==> src/rtl/spi_frame_ctrl.sv <==
// Single-clock receiver for the 128-bit MCU keypoint frame: oversampled SPI capture,
// sync/checksum validation, and a pending buffer that is committed on vsync.
// Optional build macro: SPI_FRAME_CHECKSUM_EN also requires the XOR checksum to match.
module spi_frame_ctrl #(
  parameter logic [7:0] SYNC_BYTE = 8'hA5,
  parameter int         CNT_W     = 8
) (
  input  logic             clk,
  input  logic             reset_n,
  input  logic             sck,
  input  logic             sdi,
  input  logic             load,
  input  logic             vsync,
  output logic [9:0]       x_1,
  output logic [9:0]       y_1,
  output logic [9:0]       x_2,
  output logic [9:0]       y_2,
  output logic [9:0]       x_3,
  output logic [9:0]       y_3,
  output logic [9:0]       x_4,
  output logic [9:0]       y_4,
  output logic [3:0]       r,
  output logic [3:0]       g,
  output logic [3:0]       b,
  output logic             busy,
  output logic             done,
  output logic             frame_ok,
  output logic             frame_err,
  output logic             updated,
  output logic [CNT_W-1:0] ok_count,
  output logic [CNT_W-1:0] err_count
);

  typedef enum logic [1:0] {IDLE, SHIFT, CHECK, DONE} state_t;

  state_t         state, state_nx;
  logic [2:0]     sck_sync;
  logic [1:0]     sdi_sync;
  logic [1:0]     load_sync;
  logic           sck_rise;
  logic           load_s;
  logic           sdi_s;
  logic [127:0]   shreg;
  logic [6:0]     bit_cnt;
  logic [91:0]    pend_data;
  logic           pend_valid;
  logic [91:0]    out_data;

  logic           clr_shift, do_shift, abort, check;
  logic           sync_ok, sum_ok, frame_pass, frame_fail;

  // Two flops per pin for metastability; the third sck flop only serves edge detection.
  always_ff @(posedge clk or negedge reset_n) begin
    if (!reset_n) begin
      sck_sync  <= '0;
      sdi_sync  <= '0;
      load_sync <= '0;
    end else begin
      // NOTE: non-blocking assignments here so every flop samples the pre-edge value;
      // blocking would collapse the synchronizer chain into a single stage.
      sck_sync  <= {sck_sync[1:0], sck};
      sdi_sync  <= {sdi_sync[0], sdi};
      load_sync <= {load_sync[0], load};
    end
  end

  assign sck_rise = sck_sync[1] & ~sck_sync[2];
  assign sdi_s    = sdi_sync[1];
  assign load_s   = load_sync[1];

  always_ff @(posedge clk or negedge reset_n) begin
    if (!reset_n) state <= IDLE;
    else          state <= state_nx;
  end

  always_comb begin
    // NOTE: defaults first so every path assigns every signal; a missing branch
    // would otherwise infer a latch.
    state_nx  = state;
    clr_shift = 1'b0;
    do_shift  = 1'b0;
    abort     = 1'b0;
    check     = 1'b0;
    case (state)
      IDLE: begin
        if (load_s) begin
          state_nx  = SHIFT;
          clr_shift = 1'b1;
        end
      end
      SHIFT: begin
        if (!load_s) begin
          state_nx = IDLE;
          abort    = 1'b1;
        end else if (sck_rise) begin
          do_shift = 1'b1;
          if (bit_cnt == 7'd127) state_nx = CHECK;
        end
      end
      CHECK: begin
        check    = 1'b1;
        state_nx = DONE;
      end
      DONE: begin
        if (!load_s) state_nx = IDLE;
      end
      default: state_nx = IDLE;
    endcase
  end

  assign busy = (state == SHIFT) || (state == CHECK);
  assign done = (state == DONE);

  assign sync_ok = (shreg[127:120] == SYNC_BYTE);

`ifdef SPI_FRAME_CHECKSUM_EN
  logic [7:0] xor_acc;
  always_comb begin
    xor_acc = 8'h00;
    for (int i = 1; i < 16; i++) xor_acc = xor_acc ^ shreg[8*i +: 8];
  end
  assign sum_ok = (xor_acc == shreg[7:0]);
`else
  assign sum_ok = 1'b1;
`endif

  assign frame_pass = check & sync_ok & sum_ok;
  assign frame_fail = abort | (check & ~(sync_ok & sum_ok));

  // NOTE: the 128-bit shift register and pending buffer are plain flops, so they are
  // reset along with everything else; no RAM inference is intended here.
  always_ff @(posedge clk or negedge reset_n) begin
    if (!reset_n) begin
      shreg      <= '0;
      bit_cnt    <= '0;
      pend_data  <= '0;
      pend_valid <= 1'b0;
      out_data   <= '0;
      frame_ok   <= 1'b0;
      frame_err  <= 1'b0;
      updated    <= 1'b0;
      ok_count   <= '0;
      err_count  <= '0;
    end else begin
      frame_ok  <= frame_pass;
      frame_err <= frame_fail;
      updated   <= 1'b0;

      if (clr_shift) begin
        shreg   <= '0;
        bit_cnt <= '0;
      end else if (do_shift) begin
        shreg   <= {shreg[126:0], sdi_s};
        bit_cnt <= bit_cnt + 7'd1;
      end

      // Commit first; a same-cycle accept below then refills pending and re-arms it.
      if (vsync && pend_valid) begin
        out_data   <= pend_data;
        pend_valid <= 1'b0;
        updated    <= 1'b1;
      end
      if (frame_pass) begin
        pend_data  <= shreg[119:28];
        pend_valid <= 1'b1;
      end

      if (frame_pass && (ok_count != {CNT_W{1'b1}}))  ok_count  <= ok_count + 1'b1;
      if (frame_fail && (err_count != {CNT_W{1'b1}})) err_count <= err_count + 1'b1;
    end
  end

  assign x_1 = out_data[91:82];
  assign y_1 = out_data[81:72];
  assign x_2 = out_data[71:62];
  assign y_2 = out_data[61:52];
  assign x_3 = out_data[51:42];
  assign y_3 = out_data[41:32];
  assign x_4 = out_data[31:22];
  assign y_4 = out_data[21:12];
  assign r   = out_data[11:8];
  assign g   = out_data[7:4];
  assign b   = out_data[3:0];

endmodule

==> config.mk <==
export PLATFORM = sky130hd
export DESIGN_NAME = spi_frame_ctrl
export DESIGN_NICKNAME = d
export VERILOG_FILES = /design/src/rtl/spi_frame_ctrl.sv
export SDC_FILE = /design/constraint.sdc
export NUM_CORES = 1
export LEC_CHECK = 0
export CAP_MARGIN = 20
export CORE_ASPECT_RATIO = 0.5
export CORE_MARGIN = 2
export CORE_UTILIZATION = 40
export DETAILED_ROUTE_END_ITERATION = 10
export PLACE_DENSITY = 0.64
export RECOVER_POWER = 50
export SYNTH_ARGS = -nofsm -noshare
export SYNTH_HDL_FRONTEND = slang
export SYNTH_SLANG_ARGS = --single-unit
export TNS_END_PERCENT = 50
==> constraint.sdc <==
create_clock -name clk -period 2.7 [get_ports clk]
set_input_delay 0.405 -clock clk [delete_from_list [all_inputs] [get_ports clk]]
set_output_delay 0.405 -clock clk [all_outputs]
set_load 0.01 [all_outputs]
## Word-level counts from Yosys, hierarchy flattened

Index checks and enable logic that the tools add are counted.

| storage, ports and cells | value |
|---|---|
| register bits | 348 |
| input bits | 6 |
| output and inout bits | 113 |
| logic and storage cells | 63 |

| cells by class | value |
|---|---|
| $add $sub $neg | 3 |
| eq/ne operators | 11 |
| multiplexer cells | 21 |
| bitwise operators | 6 |
| reductions and logical operators | 8 |

Operators by type and width:

| kind | count |
|---|---|
| 128-bit two-way mux | 2 |
| 8-bit by 1-bit adder with 8-bit output, second input constant | 2 |
| 8-bit != test, second input constant | 2 |
| 7-bit two-way mux | 2 |
| 1-bit two-way mux | 11 |
| 2-bit two-way mux | 5 |
| 8-bit equality test, second input constant | 1 |
| 2-bit one-hot mux with 4 select lines | 1 |
| 7-bit by 1-bit adder with 7-bit output, second input constant | 1 |
| 7-bit equality test, second input constant | 1 |
| 3-bit != test, second input constant | 2 |
| 2-bit equality test, second input constant | 2 |
| 2-bit != test, second input constant | 2 |
| 4-bit AND reduction | 1 |
| 2-bit nonzero test | 2 |
| 1-bit bitwise AND | 3 |
| 1-bit logical AND | 3 |
| 2-bit by 1-bit equality test with 1-bit output, second input constant | 1 |
| 2-bit logical NOT | 1 |
| 1-bit inverter | 2 |
| 1-bit logical OR | 1 |
| 1-bit bitwise OR | 1 |

## Logic depth before layout (Yosys ltp)

Gate-level depths: netlist of the first run.

| logic depth | value |
|---|---|
| word-level depth | 7 |
| gate-level depth with buffers | 8 |
| mapped depth without buffers | 6 |

## Worst setup path after synthesis of the first run

Ideal clock, no wire load.

| path | value |
|---|---|
| kind | flip-flop to flip-flop |
| start | register (tool-made name) |
| end | register err_count[1] |
| library setup time | 0.125 ns |
| arrival time | 1.631 ns |
| required time | 2.575 ns |
| path slack | 0.945 ns |
| stages on the path, launching flop included | 8 |
| path buffers | 1 |
| clock period less this slack | 1.755 ns |
| path through | dfrtp_1 > inv_1 > ha_1 > nor2b_1 > and3b_1 > buf_6 > nor2_1 > mux2_2 |

RTL lines:

| item | line | text |
|---|---|---|
| end signal, assigned | 169 | `if (frame_fail && (err_count != {CNT_W{1'b1}})) err_count <= err_count + 1'b1;` |
| end, declared | 31 | `output logic [CNT_W-1:0] err_count` |

## Worst setup path in the final report of the first run

| path | value |
|---|---|
| start | register state[0] |
| end | output port busy |

| between the ends | value |
|---|---|
| longest elaborated chain between the ends | 2 |
| elaborated cells between the ends (all ways) | 3 |
| classes of those cells | eq/ne: 2; reduce/logical: 1 |

Ends and longest elaborated chain:

| item | line | text |
|---|---|---|
| start, declared | 36 | `state_t state, state_nx;` |
| start signal, assigned | 73 | `else state <= state_nx;` |
| 2-bit by 1-bit equality test with 1-bit output or 2-bit equality test (tied branches) | 111 | `assign busy = (state == SHIFT) \|\| (state == CHECK);` |
| 1-bit logical OR (*) | 111 |  |
| end, declared | 25 | `output logic busy,` |

Every way passes the cells marked *; elsewhere a longest branch is shown, timed or not.

==> results.toml, run 1 <==
[run_status]
status = "completed"

[sta]
fin_tns_setup_ps = 0
slew_violations = 0
maxSlewHeadroom_pct = 21.76
fin_skew_ps = 14.58
hold_slack_ps = 347.4
setup-violations-final = 0
fmax_ghz = 0.4193
period_minus_slack_ps = 2385
worst_slew_pin_slew_ps = 1174
hold_viol = 0
finalCritPeriodShare_pct = 88.32
rsz0062_at_grt = "no"

[clock_network]
cts_tree = "yes"
clk_latency_ps = 580
cts_sinks = 348
clockBufferDepth = 3
cts-htree-levels = 1
clkTransAtPathRegs_ps = 60
cts-resized-gates = 0
clock-root-buffer = "clkbuf_16"
cts_buffers = 31

[logic_synthesis]
async_reset_ff_share_pct = 100.0
avgSynthCellArea_sq_um = 12.35
ys_ff_latch = 348
synthFlopType = "dfrtp_1"
syn_nets = 1097
seq_area_frac_synth_pct = 65.05
ys_types = 32
synth_edf_count = 0
yosysWarningCount = 0
netlist_instances = 1084
synth_area_sq_mm = 0.01339

[placed_design]
hpwlAfterDp_mm = 15.51
globalplace.congestion = 0.7385
placed_cells = 1591
port_buffers = 118

[die]
die_y_um = 133.4
start_util_pct = 40.58
fp.dieW_um = 262.7
std_cell_rows = 47
ios = 119
dieArea_sq_mm = 0.03503
core_sq_mm = 0.03299

[pwr]
finalPower_mw = 10.53
peakVddDrop_v = 0.0006447
powerDensity_mw_per_mm2 = 654.2
p_leak_nw = 7.656

[cells_and_area]
mostFrequentLayoutCells = "dfrtp_1 (348), nand2_1 (265), mux2_2 (186), a21oi_1 (129), clkdlybuf4s50_1 (114)"
final-seq-area_sq_mm = 0.008708
n_fill_cell = 2844
final_cells = 1650
area_growth_pct = 20.25
multi_input_area_sq_mm = 0.004373
drive_gt1_share_pct = 21.51
nNetsFinal = 1197
diodes = 0
layout_commonest_cell = "dfrtp_1"

[drt]
drt_iter0_markers = 600
wire_per_inst_um = 15.09
drc = 0
vias_per_cell = 4.960
wl_mm = 24.90
vias = 8184
detail-route-antenna-nets = 0
dr.pass1.iters = 5

[global_routing]
grt_use_met2_pct = 24.65
grtUsageTotal_pct = 14.44
grt_max_degree = 94
antenna_found_initial = 0
grt.busiest_layer = "met2"
gr-total-overflow = 0
grt_pass1_vias = 8364
grt_util_met3_pct = 2.477
grt_pass1_wl_mm = 42.44
grt_util_met1_pct = 19.50

[critical_path]
rr_worst_depth = 6
cp.arrival_ps = 1980
critPathMaxFanout = 5
crit_type = "flop to output port"
crit_required_ps = 2300
cp-end-kind = "output port"
cp-start-kind = "flop"

[job]
max_cap_viol_count = 0

[hold_path]
min_path_cells = 0
hold_path.class = "flop to flop"
layout make-up:
| class | count | area share [%] |
|---|---|---|
| Clock buffer | 43 | 5.596 |
| Clock inverter | 15 | 0.7772 |
| Inverter | 6 | 0.1399 |
| Sequential cell | 348 | 54.10 |
| Tap cell | 441 | 3.428 |
| Multi-Input combinational cell | 663 | 27.16 |
| Timing Repair Buffer | 134 | 8.798 |
cells in the mapped netlist (all sizes together), types with 3 or more instances:
master	instances	share of area (%)
inv	6	0.17
nand3	7	0.26
mux2	186	16
nand2	265	7.4
and3	5	0.23
clkbuf	27	0.76
nor2	9	0.25
dfrtp	348	65
a21oi	129	4.8
nor3	5	0.19
buf	40	1.5
nand4	6	0.28
nor4	4	0.23
ha	7	0.65
nor3b	3	0.17
xor2	19	1.2
metrics by stage:
stage	utilization, %	cell area [sq um]	setup slack [ps]
5_1_grt	48.80	16100	255.4
3_3_place_gp	45.77	15100	709.9
3_5_place_dp	45.77	15100	680.2
6_report	48.80	16100	315.2
2_1_floorplan	-	13390	944.6
4_1_cts	48.91	16140	284.1
critical path, cell delays in order, from the launching register on:
cell,delay [ps]
dfrtp_1,420
inv_1,110
ha_1,330
clkdlybuf4s50_1,550
registers in the layout, summed over array words and instances, names as in the netlist, named ones only:
name and flops:
frame_err 1, state 1, pend_data 92, shreg 128, sdi_sync 2, pend_valid 1
ok_count 8, err_count 8, bit_cnt 7, load_sync 2, sck_sync 3, frame_ok 1
out_data 92, updated 1
per-layer routing:
| layer | up-vias | wire (um) | share of wire [%] |
|---|---|---|---|
| li1 | 3844 | - | - |
| met1 | 4187 | 11230 | 45 |
| met2 | 123 | 12410 | 50 |
| met3 | 30 | 824 | 3.3 |
| met4 | 0 | 433 | 1.7 |
| met5 | - | 0 | 0 |
cell families (layout without fill, tap and decap cells):
logic type / Yosys count / count (layout) / share of synthesized area [%]
flip-flops: 348 / 348 / 65.05
AND/OR/NAND/NOR: 313 / 313 / 9.674
multiplexers: 188 / 188 / 15.80
AO/OA/AOI/OAI: 135 / 135 / 5.094
buffers and inverters: 73 / 198 / 2.421
XOR/XNOR: 20 / 20 / 1.309
adder cells (fa/ha/maj): 7 / 7 / 0.6542
worst paths after layout:
kind,slack (ps),from,to
hold reg to reg,350,load_sync[0],load_sync[1]
max in group asynchronous,670,reset_n,out_data[31]
setup reg to reg,660,flop,err_count[1]
setup / recovery,320,state[0],busy
hold / removal,350,load_sync[0],load_sync[1]
min in group asynchronous,610,reset_n,pend_data[87]
repair_timing:
action	4_1_cts	5_1_grt
buffers inserted	0	0
hold buffers	1	0
endpoints found under the hold margin	39	0
where the power goes:
group	switching (mW)	internal, mW	total [mW]
Sequential	0.0871	5.28	5.37
Clock	1.94	2.44	4.39
Combinational	0.533	0.242	0.775
No activity file was read; power rests on OpenSTA's default activity.
==> run 2, diff against run 1 <==
==> constraint.sdc (replaced) <==
create_clock -name clk -period 2.9 [get_ports clk]
set_input_delay 0.435 -clock clk [delete_from_list [all_inputs] [get_ports clk]]
set_output_delay 0.435 -clock clk [all_outputs]
set_load 0.01 [all_outputs]
==> run 2 against run 1 <==
The flow now finishes with violations (capacitance limit, slew limit). Via count down 0.18%. Worst setup slack better by 190 ps. Combinational power decreased by 7.2%. Non-clock buffer count increased by 3. Register-to-register slack worse by 150 ps. Clock skew up 8.5 ps. Largest cell class unchanged. Largest power group unchanged. Routed wire length is 1.9% higher. Global-route usage up 0.24 points.
==> results.toml, run 2 (synthesis gave the netlist of run 1 again) <==
[critical_path]
cp-start-kind = "flop"
worstReg2RegEnd = "out_data[43]"
rr_worst_depth = 3
critPathMaxFanout = 5
reg2reg_from = "pend_valid"
crit_end = "busy"
crit_type = "flop to output port"
crit_required_ps = 2470
cp-end-kind = "output port"
crit_start = "state[0]"
cp.arrival_ps = 1960
rrSetupSlack_ps = 510

[placed_design]
port_buffers = 118
hpwlAfterDp_mm = 15.77
globalplace.congestion = 0.7555
place_area_sq_mm = 0.01510

[hold_path]
min_path_cells = 0
hp-start = "sdi_sync[0]"
hold_path.class = "flop to flop"

[sta]
setup-violations-final = 0
slew_violations = 65
maxSlewHeadroom_pct = -14.34
fin_skew_ps = 23.07
rsz0062_at_grt = "no"
fmax_ghz = 0.4168
worst_slew_pin_slew_ps = 1715
hold_viol = 0
period_minus_slack_ps = 2399
fin_tns_setup_ps = 0
finalCritPeriodShare_pct = 82.74

[pwr]
powerDensity_mw_per_mm2 = 609.7
p_leak_nw = 7.645
peakVddDrop_v = 0.0004645

[drt]
wl_mm = 25.37
wire_per_inst_um = 15.37
drc = 0
vias = 8169
detail-route-antenna-nets = 0
vias_per_cell = 4.948
dr.pass1.iters = 5
drt_iter0_markers = 444

[clock_network]
cts-htree-levels = 1
clockBufferDepth = 3
cts_buffers = 30
cts_sinks = 348
ctsHoldBuffers = 1
cts_tree = "yes"
clock-root-buffer = "clkbuf_16"
cts-resized-gates = 0
cts_setup_buffers = 0
clkTransAtPathRegs_ps = 60
clk_latency_ps = 570

[cells_and_area]
top_regs = "shreg: 128 flops, out_data: 92 flops, pend_data: 92 flops"
area_growth_pct = 20.38
diodes = 0
layout_commonest_cell = "dfrtp_1"
n_fill_cell = 2839
stdcell_area_sq_mm = 0.01611
mostFrequentLayoutCells = "dfrtp_1 (348), nand2_1 (265), mux2_2 (185), a21oi_1 (129), clkdlybuf4s50_1 (114)"
top_register = "shreg"
drive_gt1_share_pct = 21.16
largest_reg_flops = 128
nNetsFinal = 1199

[die]
start_util_pct = 40.58
fp.dieW_um = 262.7
std_cell_rows = 47
core_sq_mm = 0.03299
ios = 119
die_y_um = 133.4
dieArea_sq_mm = 0.03503

[run_status]
violations = "capacitance limit, slew limit"
status = "complete, but fails checks"

[global_routing]
gr-total-overflow = 0
grt_pass1_wl_mm = 42.94
grt_max_degree = 83
grt_pass1_vias = 8450
grtUsageTotal_pct = 14.69
antenna_found_initial = 0

[job]
max_cap_viol_count = 2
## run 2: worst max-delay path: stages, from the launching register on
cell             delay (ps)
dfrtp_1                 420
inv_1                   100
ha_1                    300
clkdlybuf4s50_1         590
## run 2: metal layers
metal,track usage [%],up-vias,part of all wire (%)
li1,-,3846,-
met1,19.25,4194,44
met2,25.77,93,51
met3,2.366,36,3.0
met4,3.544,0,2.0
met5,0,-,0
## run 2: final cells by class
class                   instances  area [sq um]  share of cell area (%)
multi-input cells             663          4373                   27.14
flip-flops and latches        348          8708                   54.04
inverters                       6         22.52                  0.1398
well taps                     441         551.8                   3.424
clock inverters                 8         108.9                  0.6755
clock buffers                  48         918.4                   5.699
repair buffers                137          1431                   8.883
## run 2: per-stage QoR
stage | setup WS (ps) | instances | hold WS (ps) | power (mW) | utilization (%)
6_report | 500.6 | 1651 | 348.4 | 9.825 | 48.85
5_1_grt | 208.5 | 1651 | 368.8 | 10.26 | 48.85
4_1_cts | 460.5 | 1651 | 290.9 | 9.977 | 48.91
3_5_place_dp | 696.4 | 1594 | 334.7 | 5.819 | 45.76
3_3_place_gp | 752.2 | 1594 | 337.7 | 5.805 | 45.76
2_1_floorplan | 1145 | 1084 | 139.4 | 5.467 | -
## run 2: power by group
| part | internal [mW] | leakage [nW] | switching, mW |
|---|---|---|---|
| clock | 2.35 | 0.494 | 1.76 |
| sequential | 4.92 | 4.83 | 0.0814 |
| combinational | 0.224 | 2.32 | 0.494 |
## run 2: how the worst min path moves through the flow
stage / endpoint
after global routing: sdi_sync[1]
after floorplan: asynchronous set/reset pin
after CTS: sdi_sync[0]
after global placement: sdi_sync[1]
final: sdi_sync[1]
after detailed placement: sdi_sync[1]
